File: config.mk
export PLATFORM = sky130hd
export DESIGN_NAME = uart_tx_framer_flat
export DESIGN_NICKNAME = d
export VERILOG_FILES = /design/src/rtl/uart_pkg.sv /design/src/rtl/uart_tx_framer_if.sv /design/src/rtl/uart_sync_fifo.sv /design/src/rtl/uart_tx_framer.sv /design/src/flat_wrapper.sv
export SDC_FILE = /design/constraint.sdc
export NUM_CORES = 1
export LEC_CHECK = 0
export ABC_AREA = 1
export ABC_CLOCK_PERIOD_IN_PS = 2500
export CAP_MARGIN = 20
export CELL_PAD_IN_SITES_DETAIL_PLACEMENT = 1
export CELL_PAD_IN_SITES_GLOBAL_PLACEMENT = 2
export CORE_MARGIN = 1.5
export CORE_UTILIZATION = 35
export CTS_BUF_LIST = sky130_fd_sc_hd__clkbuf_4 sky130_fd_sc_hd__clkbuf_8
export DETAILED_ROUTE_END_ITERATION = 6
export PLACE_DENSITY = 0.78
export SETUP_SLACK_MARGIN = 0.02
export SLEW_MARGIN = 20
export SYNTH_ARGS = -nofsm -noshare
export SYNTH_HDL_FRONTEND = slang
export SYNTH_SLANG_ARGS = --single-unit
File: constraint.sdc
create_clock -name clk -period 2.5 [get_ports clk]
set_input_delay 0.5 -clock clk [delete_from_list [all_inputs] [get_ports clk]]
set_output_delay 0.5 -clock clk [all_outputs]
set_load 0.02 [all_outputs]
File: src/rtl/uart_pkg.sv
// Shared constants, FSM state encoding and parity helper for the UART transmit framer.
package uart_pkg;

  localparam int unsigned PARITY_NONE = 0;
  localparam int unsigned PARITY_EVEN = 1;
  localparam int unsigned PARITY_ODD  = 2;

  localparam int unsigned MAX_DATA_W  = 9;

  typedef enum logic [2:0] {
    ST_IDLE   = 3'd0,
    ST_START  = 3'd1,
    ST_DATA   = 3'd2,
    ST_PARITY = 3'd3,
    ST_STOP   = 3'd4
  } tx_state_e;

  // Word is zero-extended by the caller, so the padding never affects the XOR.
  function automatic logic parity_bit(input logic [MAX_DATA_W-1:0] word,
                                      input int unsigned           mode);
    return (^word) ^ (mode == PARITY_ODD);
  endfunction

endpackage

File: src/rtl/uart_tx_framer_if.sv
// Word-in / serial-out bundle between a producer (master) and the framer (slave).
interface uart_tx_framer_if #(
  parameter int unsigned DATA_W = 8,
  parameter int unsigned CNT_W  = 3
) ();
  logic              br_stb;
  logic [DATA_W-1:0] din;
  logic              din_vld;
  logic              din_rdy;
  logic              txd;
  logic              busy;
  logic [CNT_W-1:0]  fifo_cnt;

  modport master (
    output br_stb, din, din_vld,
    input  din_rdy, txd, busy, fifo_cnt
  );

  modport slave (
    input  br_stb, din, din_vld,
    output din_rdy, txd, busy, fifo_cnt
  );
endinterface

File: src/rtl/uart_sync_fifo.sv
// Single-clock FIFO; pointers carry an extra wrap bit to tell full from empty.
module uart_sync_fifo #(
  parameter int unsigned WIDTH = 8,
  parameter int unsigned DEPTH = 4
) (
  input  logic                     clk,
  input  logic                     rst,
  input  logic                     wr,
  input  logic [WIDTH-1:0]         wdata,
  input  logic                     rd,
  output logic [WIDTH-1:0]         rdata,
  output logic                     full,
  output logic                     empty,
  output logic [$clog2(DEPTH):0]   cnt
);
  localparam int unsigned AW = $clog2(DEPTH);

  logic [WIDTH-1:0] r_mem [DEPTH];
  logic [AW:0]      r_wr_ptr;
  logic [AW:0]      r_rd_ptr;
  logic             w_wr_en;
  logic             w_rd_en;

  assign w_wr_en = wr && !full;
  assign w_rd_en = rd && !empty;
  assign empty   = (r_wr_ptr == r_rd_ptr);
  assign full    = (r_wr_ptr[AW] != r_rd_ptr[AW]) &&
                   (r_wr_ptr[AW-1:0] == r_rd_ptr[AW-1:0]);
  assign cnt     = r_wr_ptr - r_rd_ptr;
  assign rdata   = r_mem[r_rd_ptr[AW-1:0]];

  always_ff @(posedge clk or posedge rst) begin
    if (rst) begin
      r_wr_ptr <= '0;
      r_rd_ptr <= '0;
    end else begin
      if (w_wr_en) r_wr_ptr <= r_wr_ptr + (AW+1)'(1);
      if (w_rd_en) r_rd_ptr <= r_rd_ptr + (AW+1)'(1);
    end
  end

  // Storage is not reset: emptiness is defined by the pointers alone.
  always_ff @(posedge clk) begin
    if (w_wr_en) r_mem[r_wr_ptr[AW-1:0]] <= wdata;
  end

endmodule

File: src/rtl/uart_tx_framer.sv
// Buffered UART transmitter: queues words and serialises start/data/parity/stop per baud strobe.
module uart_tx_framer
  import uart_pkg::*;
#(
  parameter int unsigned DATA_W      = 8,
  parameter int unsigned PARITY_MODE = 0,
  parameter int unsigned STOP_BITS   = 1,
  parameter int unsigned FIFO_DEPTH  = 4
) (
  input  logic             clk,
  input  logic             rst,
  uart_tx_framer_if.slave  bus
);
  localparam int unsigned CNT_W     = $clog2(FIFO_DEPTH) + 1;
  localparam int unsigned BIT_W     = $clog2(DATA_W);
  localparam logic [BIT_W-1:0] BIT_LAST = BIT_W'(DATA_W - 1);
  localparam logic        STOP_LAST = 1'(STOP_BITS - 1);

  if (DATA_W < 5 || DATA_W > 9) begin : g_bad_data_w
    $error("uart_tx_framer: DATA_W must be within 5..9");
  end
  if (PARITY_MODE > PARITY_ODD) begin : g_bad_parity
    $error("uart_tx_framer: PARITY_MODE must be 0, 1 or 2");
  end
  if (STOP_BITS < 1 || STOP_BITS > 2) begin : g_bad_stop
    $error("uart_tx_framer: STOP_BITS must be 1 or 2");
  end
  if (FIFO_DEPTH < 2 || (FIFO_DEPTH & (FIFO_DEPTH - 1)) != 0) begin : g_bad_depth
    $error("uart_tx_framer: FIFO_DEPTH must be a power of two >= 2");
  end

  tx_state_e          r_state;
  logic [DATA_W-1:0]  r_word;
  logic [DATA_W-1:0]  r_shift;
  logic [BIT_W-1:0]   r_bit_cnt;
  logic               r_stop_cnt;
  logic               r_txd;
  logic               r_busy;

  logic [DATA_W-1:0]  w_head;
  logic               w_full;
  logic               w_empty;
  logic [CNT_W-1:0]   w_cnt;
  logic               w_push;
  logic               w_pop;
  logic               w_frame_end;
  logic               w_parity;

  assign w_frame_end  = (r_state == ST_STOP) && (r_stop_cnt == STOP_LAST);
  assign w_pop        = bus.br_stb && !w_empty && ((r_state == ST_IDLE) || w_frame_end);
  assign w_push       = bus.din_vld && bus.din_rdy;
  assign w_parity     = parity_bit(MAX_DATA_W'(r_word), PARITY_MODE);

  assign bus.din_rdy  = !w_full && !rst;
  assign bus.txd      = r_txd;
  assign bus.busy     = r_busy;
  assign bus.fifo_cnt = w_cnt;

  uart_sync_fifo #(
    .WIDTH (DATA_W),
    .DEPTH (FIFO_DEPTH)
  ) u_fifo (
    .clk   (clk),
    .rst   (rst),
    .wr    (w_push),
    .wdata (bus.din),
    .rd    (w_pop),
    .rdata (w_head),
    .full  (w_full),
    .empty (w_empty),
    .cnt   (w_cnt)
  );

  // Everything advances only on strobe edges; r_word stays intact for the parity bit.
  always_ff @(posedge clk or posedge rst) begin
    if (rst) begin
      r_state    <= ST_IDLE;
      r_word     <= '0;
      r_shift    <= '0;
      r_bit_cnt  <= '0;
      r_stop_cnt <= 1'b0;
      r_txd      <= 1'b1;
      r_busy     <= 1'b0;
    end else if (bus.br_stb) begin
      case (r_state)
        ST_IDLE: begin
          if (!w_empty) begin
            r_word  <= w_head;
            r_shift <= w_head;
            r_txd   <= 1'b0;
            r_busy  <= 1'b1;
            r_state <= ST_START;
          end
        end
        ST_START: begin
          r_txd     <= r_shift[0];
          r_shift   <= r_shift >> 1;
          r_bit_cnt <= '0;
          r_state   <= ST_DATA;
        end
        ST_DATA: begin
          if (r_bit_cnt == BIT_LAST) begin
            r_stop_cnt <= 1'b0;
            if (PARITY_MODE != PARITY_NONE) begin
              r_txd   <= w_parity;
              r_state <= ST_PARITY;
            end else begin
              r_txd   <= 1'b1;
              r_state <= ST_STOP;
            end
          end else begin
            r_bit_cnt <= r_bit_cnt + BIT_W'(1);
            r_txd     <= r_shift[0];
            r_shift   <= r_shift >> 1;
          end
        end
        ST_PARITY: begin
          r_txd      <= 1'b1;
          r_stop_cnt <= 1'b0;
          r_state    <= ST_STOP;
        end
        ST_STOP: begin
          if (!w_frame_end) begin
            r_stop_cnt <= r_stop_cnt + 1'b1;
          end else if (!w_empty) begin
            r_word  <= w_head;
            r_shift <= w_head;
            r_txd   <= 1'b0;
            r_state <= ST_START;
          end else begin
            r_busy  <= 1'b0;
            r_state <= ST_IDLE;
          end
        end
        default: begin
          r_txd   <= 1'b1;
          r_busy  <= 1'b0;
          r_state <= ST_IDLE;
        end
      endcase
    end
  end

endmodule
File: src/flat_wrapper.sv
// flat-port wrapper written by rule: the top's interface ports become plain ports
module uart_tx_framer_flat import uart_pkg::*;
#(
  parameter int unsigned DATA_W      = 8,
  parameter int unsigned PARITY_MODE = 0,
  parameter int unsigned STOP_BITS   = 1,
  parameter int unsigned FIFO_DEPTH  = 4
)
  (clk, rst, bus_br_stb, bus_din, bus_din_vld, bus_din_rdy, bus_txd, bus_busy, bus_fifo_cnt);
  uart_tx_framer_if #(.DATA_W(DATA_W)) bus_i ();
  input  logic clk;
  input  logic rst;
  input wire logic [$bits(bus_i.br_stb)-1:0] bus_br_stb;
  input wire logic [$bits(bus_i.din)-1:0] bus_din;
  input wire logic [$bits(bus_i.din_vld)-1:0] bus_din_vld;
  output wire logic [$bits(bus_i.din_rdy)-1:0] bus_din_rdy;
  output wire logic [$bits(bus_i.txd)-1:0] bus_txd;
  output wire logic [$bits(bus_i.busy)-1:0] bus_busy;
  output wire logic [$bits(bus_i.fifo_cnt)-1:0] bus_fifo_cnt;
  assign bus_i.br_stb = bus_br_stb;
  assign bus_i.din = bus_din;
  assign bus_i.din_vld = bus_din_vld;
  assign bus_din_rdy = bus_i.din_rdy;
  assign bus_txd = bus_i.txd;
  assign bus_busy = bus_i.busy;
  assign bus_fifo_cnt = bus_i.fifo_cnt;
  uart_tx_framer #(.DATA_W(DATA_W), .PARITY_MODE(PARITY_MODE), .STOP_BITS(STOP_BITS), .FIFO_DEPTH(FIFO_DEPTH)) u_core (.clk(clk), .rst(rst), .bus(bus_i));
endmodule
## After elaboration in Yosys (flattened, before gate mapping)

Memories as Yosys holds them, arrays and structs flattened.
Cells that the tools add are included.

- Register bits: 23
- Memory bits (writable): 32
- Bits of input ports: 12
- Output and inout bits: 6
- Logic and storage cells: 77
- Memories kept: 1

- Add/subtract/negate cells: 5
- Equality and inequality tests: 14
- Multiplexer cells: 24
- Bitwise gates (word level): 2
- Reductions and logical operators: 23

Memories:

| memory | words | width | rd ports | clocked after Yosys merged registers in | write ports | line | text |
|---|---|---|---|---|---|---|---|
| u_core.u_fifo.r_mem | 4 | 8 | 1 | 0 | 1 | uart_sync_fifo.sv:18 | `logic [WIDTH-1:0] r_mem [DEPTH];` |

Operators with widths:

| kind | count |
|---|---|
| $pmux 8 s4 | 1 |
| $mux 8 | 3 |
| $pmux 3 s5 | 1 |
| $mux 3 | 4 |
| $reduce_and 4->1 | 3 |
| $mux 1 | 11 |
| $add 3x1->3 const B | 3 |
| $logic_and 1x1->1 | 8 |
| $eq 3x2->1 const B | 2 |
| $eq 3x3->1 const B | 2 |
| $ne 2x1->1 const B | 3 |
| $ne 2x2->1 const B | 3 |
| $pmux 1 s3 | 2 |
| $pmux 3 s2 | 1 |
| $reduce_and 5->1 | 1 |
| $pmux 1 s4 | 1 |
| $reduce_bool 4->1 | 1 |
| $eq 3x1->1 const B | 1 |
| $eq 3x3->1 | 1 |
| $logic_not 1->1 | 3 |
| $logic_not 3->1 | 1 |
| $reduce_and 3->1 | 1 |
| $reduce_bool 3->1 | 1 |
| $reduce_or 3->1 | 1 |
| 8 further kinds | 9 |

## Depth between registers and ports, before layout

- Depth in word-level cells: 8
- Depth in mapped cells: 11
- Gate-level depth less buffers: 10

## Cells and area by module

A second synthesis with hierarchy kept.

- Cell total of the unflattened synthesis: 278
- Area total of the unflattened synthesis: 2701.3 µm²

Modules (own cells, without submodules):

| module | instances | cells each | area each (µm²) | seq. area each (µm²) |
|---|---|---|---|---|
| uart_sync_fifo | 1 | 142 | 1696.6 | 1111.1 |
| uart_tx_framer | 1 | 136 | 1004.7 | 426.7 |

## Worst setup path before layout

No wires, ideal clock.

- Kind: flip-flop to flip-flop
- Start point: register u_core.u_fifo.r_rd_ptr[1]
- End point: memory u_core.u_fifo.r_mem[3][0], enable pin
- Arrival time: 1842 ps
- Required time: 2126 ps
- Setup slack: 285 ps
- Stages on the path, launching flop included: 9
- Buffers on the path: 1
- Period minus slack after synthesis: 2215 ps
- Path through: dfrtp_1 > buf_2 > clkinv_1 > ha_1 > nand2_1 > inv_1 > nand2_1 > nand3_2 > nor2_1

- Cells in the longest elaborated chain, start to end: 8

Ends and longest elaborated chain:

| item | line | text |
|---|---|---|
| start, declared | uart_sync_fifo.sv:20 | `logic [AW:0] r_rd_ptr;` |
| start signal, assigned | uart_sync_fifo.sv:38 | `if (w_rd_en) r_rd_ptr <= r_rd_ptr + (AW+1)'(1);` |
| $eq 2x2->1 (*) | uart_sync_fifo.sv:28 | `(r_wr_ptr[AW-1:0] == r_rd_ptr[AW-1:0]);` |
| $logic_and 1x1->1 (*) | uart_sync_fifo.sv:27 | `assign full = (r_wr_ptr[AW] != r_rd_ptr[AW]) &&` |
| $logic_not 1->1 (*) | uart_sync_fifo.sv:24, uart_tx_framer.sv:54 |  |
| $logic_and 1x1->1 | uart_tx_framer.sv:54 | `assign bus.din_rdy = !w_full && !rst;` |
| $logic_and 1x1->1 | uart_tx_framer.sv:51 | `assign w_push = bus.din_vld && bus.din_rdy;` |
| $logic_and 1x1->1 (*) | uart_sync_fifo.sv:24 | `assign w_wr_en = wr && !full;` |
| $mux 1 (*) | uart_sync_fifo.sv:44 | `if (w_wr_en) r_mem[r_wr_ptr[AW-1:0]] <= wdata;` |
| $mux 1 (implied by the code) (*) | uart_sync_fifo.sv:44 |  |
| end, declared | uart_sync_fifo.sv:18 |  |

Every way passes the cells marked *; elsewhere a longest branch is shown, timed or not.

## Worst setup path after layout

- Start point: register u_core.u_fifo.r_wr_ptr[0]
- End point: output port bus_fifo_cnt[1]

- Cells in the longest elaborated chain, start to end: 1

Ends and longest elaborated chain:

| item | line | text |
|---|---|---|
| start, declared | uart_sync_fifo.sv:19 | `logic [AW:0] r_wr_ptr;` |
| start signal, assigned | uart_sync_fifo.sv:37 | `if (w_wr_en) r_wr_ptr <= r_wr_ptr + (AW+1)'(1);` |
| $sub 3x3->3 | uart_sync_fifo.sv:29 | `assign cnt = r_wr_ptr - r_rd_ptr;` |
| end, declared | flat_wrapper.sv:19 | `output wire logic [$bits(bus_i.fifo_cnt)-1:0] bus_fifo_cnt;` |

Every way passes these cells.

==> results.toml <==
[min_path]
min_path_type = "reg2reg"

[cts]
clk_pin_slew_ps = 110
insertion_delay_ps = 320
numCtsBuffers = 5
cts_max_level = 2
cts_resized = 3
hold_buffers = 0
cts_setup_buffers = 0
cts-root-buf = "clkbuf_8"
cts.sinks = 55
clock_path_buffers = 2
cts_tree = "done"

[power_and_ir_drop]
p_leak_uw = 0.00138
p_per_area_nw_per_um2 = 1160
vdd_drop_max_v = 0.000879

[timing]
setup_viol = 0
max_freq_mhz = 425
final.min_clock_period_ps = 2360
finalWorstSetupSlack_ps = 145
final_hold_viol_count = 0
worst_pin_slew_ps = 350
maxSlewViolCount = 0
rsz0062_at_grt = "no"
fin_hold_ws_ps = 476
relSlewSlack_pct = 76.6
finClkSkew_ps = 9.66
tns_ps = 0
post-route-period-util_pct = 94.2

[floorplan]
row_count = 31
die-area_um2 = 8130
core-area_um2 = 7290
io_pins = 18
die_width_um = 90.2
die_y_um = 90.2
initial_core_util_pct = 36.5

[synthesis]
syn_nets = 297
synth_seq_cells = 55
synth_top_area_share_pct = 36.1
ys_types = 28
synth_compound_area_share_pct = 3.20
synth_seq_area_share_pct = 57.8
synth_top_family_by_area = "simple AND/OR/NAND/NOR gates"
synth_top_cell_by_area = "edfxtp_1"
synth-simple-area-share_pct = 28.0
muxShareOfSynthArea_pct = 0
yosysWarnings = 0
avgSynthCellArea_um2 = 9.67
synth_xor_area_share_pct = 1.32
netlist_instances = 275
synthesis.area_um2 = 2660
yosys-top-cells-area = "edfxtp_1, dfrtp_1, nand2_1"
synth_adder_area_share_pct = 4.99

[detailed_routing]
wl_per_cell_um = 13.8
via_per_inst = 4.59
routed_wl_um = 5580
drc = 0
drtPass1Iterations = 4
vias = 1850
first_iter_violations = 46
ant_nets = 0

[grt]
grt_pass1_vias = 1897
overflow = 0
antenna_found_initial = 0
grt_max_degree = 24
grt_usage_pct = 14.9
grt_pass1_wl_um = 9590

[critical_path]
critPathKind = "reg2out"
crit_path_start_kind = "flip-flop"
critical_path_peak_fanout = 4
end_kind = "output pin"
cp.arrival_ps = 1860
crit_required_ps = 2000

[finish]
antenna_cells = 0
area_growth_syn_to_layout_pct = 15.9
final_cell_area_um2 = 3080
final_net_count = 325
fillers = 866
drive_gt1_share_pct = 12.2

[placed_design]
place_congestion = 0.763
detailed_place.area_um2 = 2990
dp_hpwl_um = 4030
post-place-ws_ps = 151
io_buffers = 17

[outcome]
status = "finished, final reports clean"

[run]
maxCapViolations = 0
## registers in the layout, summed over array words and instances (netlist names)
signal and count:
u_core.r_stop_cnt 1, u_core.bus.busy 1, u_core.u_fifo.r_mem 32, u_core.r_state 3
u_core.r_shift 8, u_core.r_bit_cnt 3, u_core.u_fifo.r_rd_ptr 3, u_core.u_fifo.r_wr_ptr 3
u_core.bus.txd 1
## worst max-delay path: stages (launching register included)
cell and delay, ps:
dfrtp_1 390, inv_1 110, ha_1 220, fa_1 480
inv_1 40, dlygate4sd2_1 310
## final cells by class
class | count | area, µm² | area share [%]
Sequential cell | 55 | 1540 | 49.9
Clock buffer | 5 | 68.8 | 2.23
Tap cell | 99 | 124 | 4.02
Timing Repair Buffer | 25 | 223 | 7.22
Multi-Input combinational cell | 189 | 997 | 32.3
Inverter | 27 | 103 | 3.33
Clock inverter | 3 | 31.3 | 1.01
## cell families (layout without fill, tap and decap cells)
| logic type | after synthesis | in the layout |
|---|---|---|
| buffers and inverters | 31 | 60 |
| flip-flops | 55 | 55 |
| XOR/XNOR | 4 | 4 |
| AO/OA/AOI/OAI | 17 | 17 |
| AND/OR/NAND/NOR | 158 | 158 |
| adder cells (fa/ha/maj) | 10 | 10 |
## routing by layer
metal  routed length (µm)  up-vias  track usage (%)
li1                     -      953                -
met1                 2750      875             20.0
met2                 2640       17             24.9
met3                  123        5             2.71
met4                   63        0             3.97
met5                    0        -                0
## cells in the mapped netlist
| master | count |
|---|---|
| a21oi_1 | 6 |
| buf_2 | 3 |
| buf_4 | 1 |
| clkinv_1 | 1 |
| clkinv_2 | 1 |
| dfrtp_1 | 22 |
| dfstp_2 | 1 |
| edfxtp_1 | 32 |
| fa_1 | 1 |
| ha_1 | 9 |
| inv_1 | 20 |
| inv_2 | 5 |
| nand2_1 | 94 |
| nand2_2 | 2 |
| nand2_4 | 2 |
| nand3_1 | 36 |
| nand3_2 | 1 |
| nand3_4 | 3 |
| nand4_1 | 1 |
| nor2_1 | 14 |
| nor2_2 | 1 |
| nor2_4 | 2 |
| nor2_8 | 1 |
| o21ai_0 | 8 |
| o21ai_1 | 3 |
| or2_2 | 1 |
| xnor2_1 | 1 |
| xor2_1 | 3 |
## power by group
part / switching (µW) / internal, µW / total, µW
sequential: 133 / 1180 / 1310
combinational: 1120 / 584 / 1710
clock: 331 / 214 / 545
total: 1590 / 1980 / 3560
## cell usage in the layout, fill, tap and decap left out, drive strengths merged, types with 2 or more instances in the layout
cell / n
ha: 9
dlygate4sd2: 2
clkbuf: 6
o21ai: 11
clkinv: 3
nor2: 18
inv: 27
buf: 8
edfxtp: 32
nand2: 98
xor2: 3
dfrtp: 22
clkdlybuf4s50: 14
a21oi: 6
nand3: 40
## through the flow
step                total power, µW  instances  utilization, %
CTS                            3630        403            42.3
finish                         3560        403            42.3
floorplan                      2520        275               -
detailed placement             3110        395            41.0
global placement               3080        395            41.0
global route                   3890        403            42.3
## worst paths after layout
check | startpoint | end | slack (ps) | cells after the start
worst max-delay path | u_core.u_fifo.r_wr_ptr[0]$_DFFE_PP0N_ | bus_fifo_cnt[1] | 140 | 5
max in group asynchronous | rst | u_core.bus.txd$_DFFE_PP1P_ | 1610 | 3
min in group asynchronous | rst | u_core.r_bit_cnt[2]$_DFFE_PP0P_ | 600 | 3
worst max register to register | u_core.u_fifo.r_wr_ptr[0]$_DFFE_PP0N_ | u_core.u_fifo.r_mem[3][7]$_DFFE_PP_ | 630 | 8
worst min-delay path | u_core.bus.txd$_DFFE_PP1P_ | u_core.bus.txd$_DFFE_PP1P_ | 480 | 2
worst min register to register | u_core.bus.txd$_DFFE_PP1P_ | u_core.bus.txd$_DFFE_PP1P_ | 480 | 2
Power figures use the tool's default switching activity.
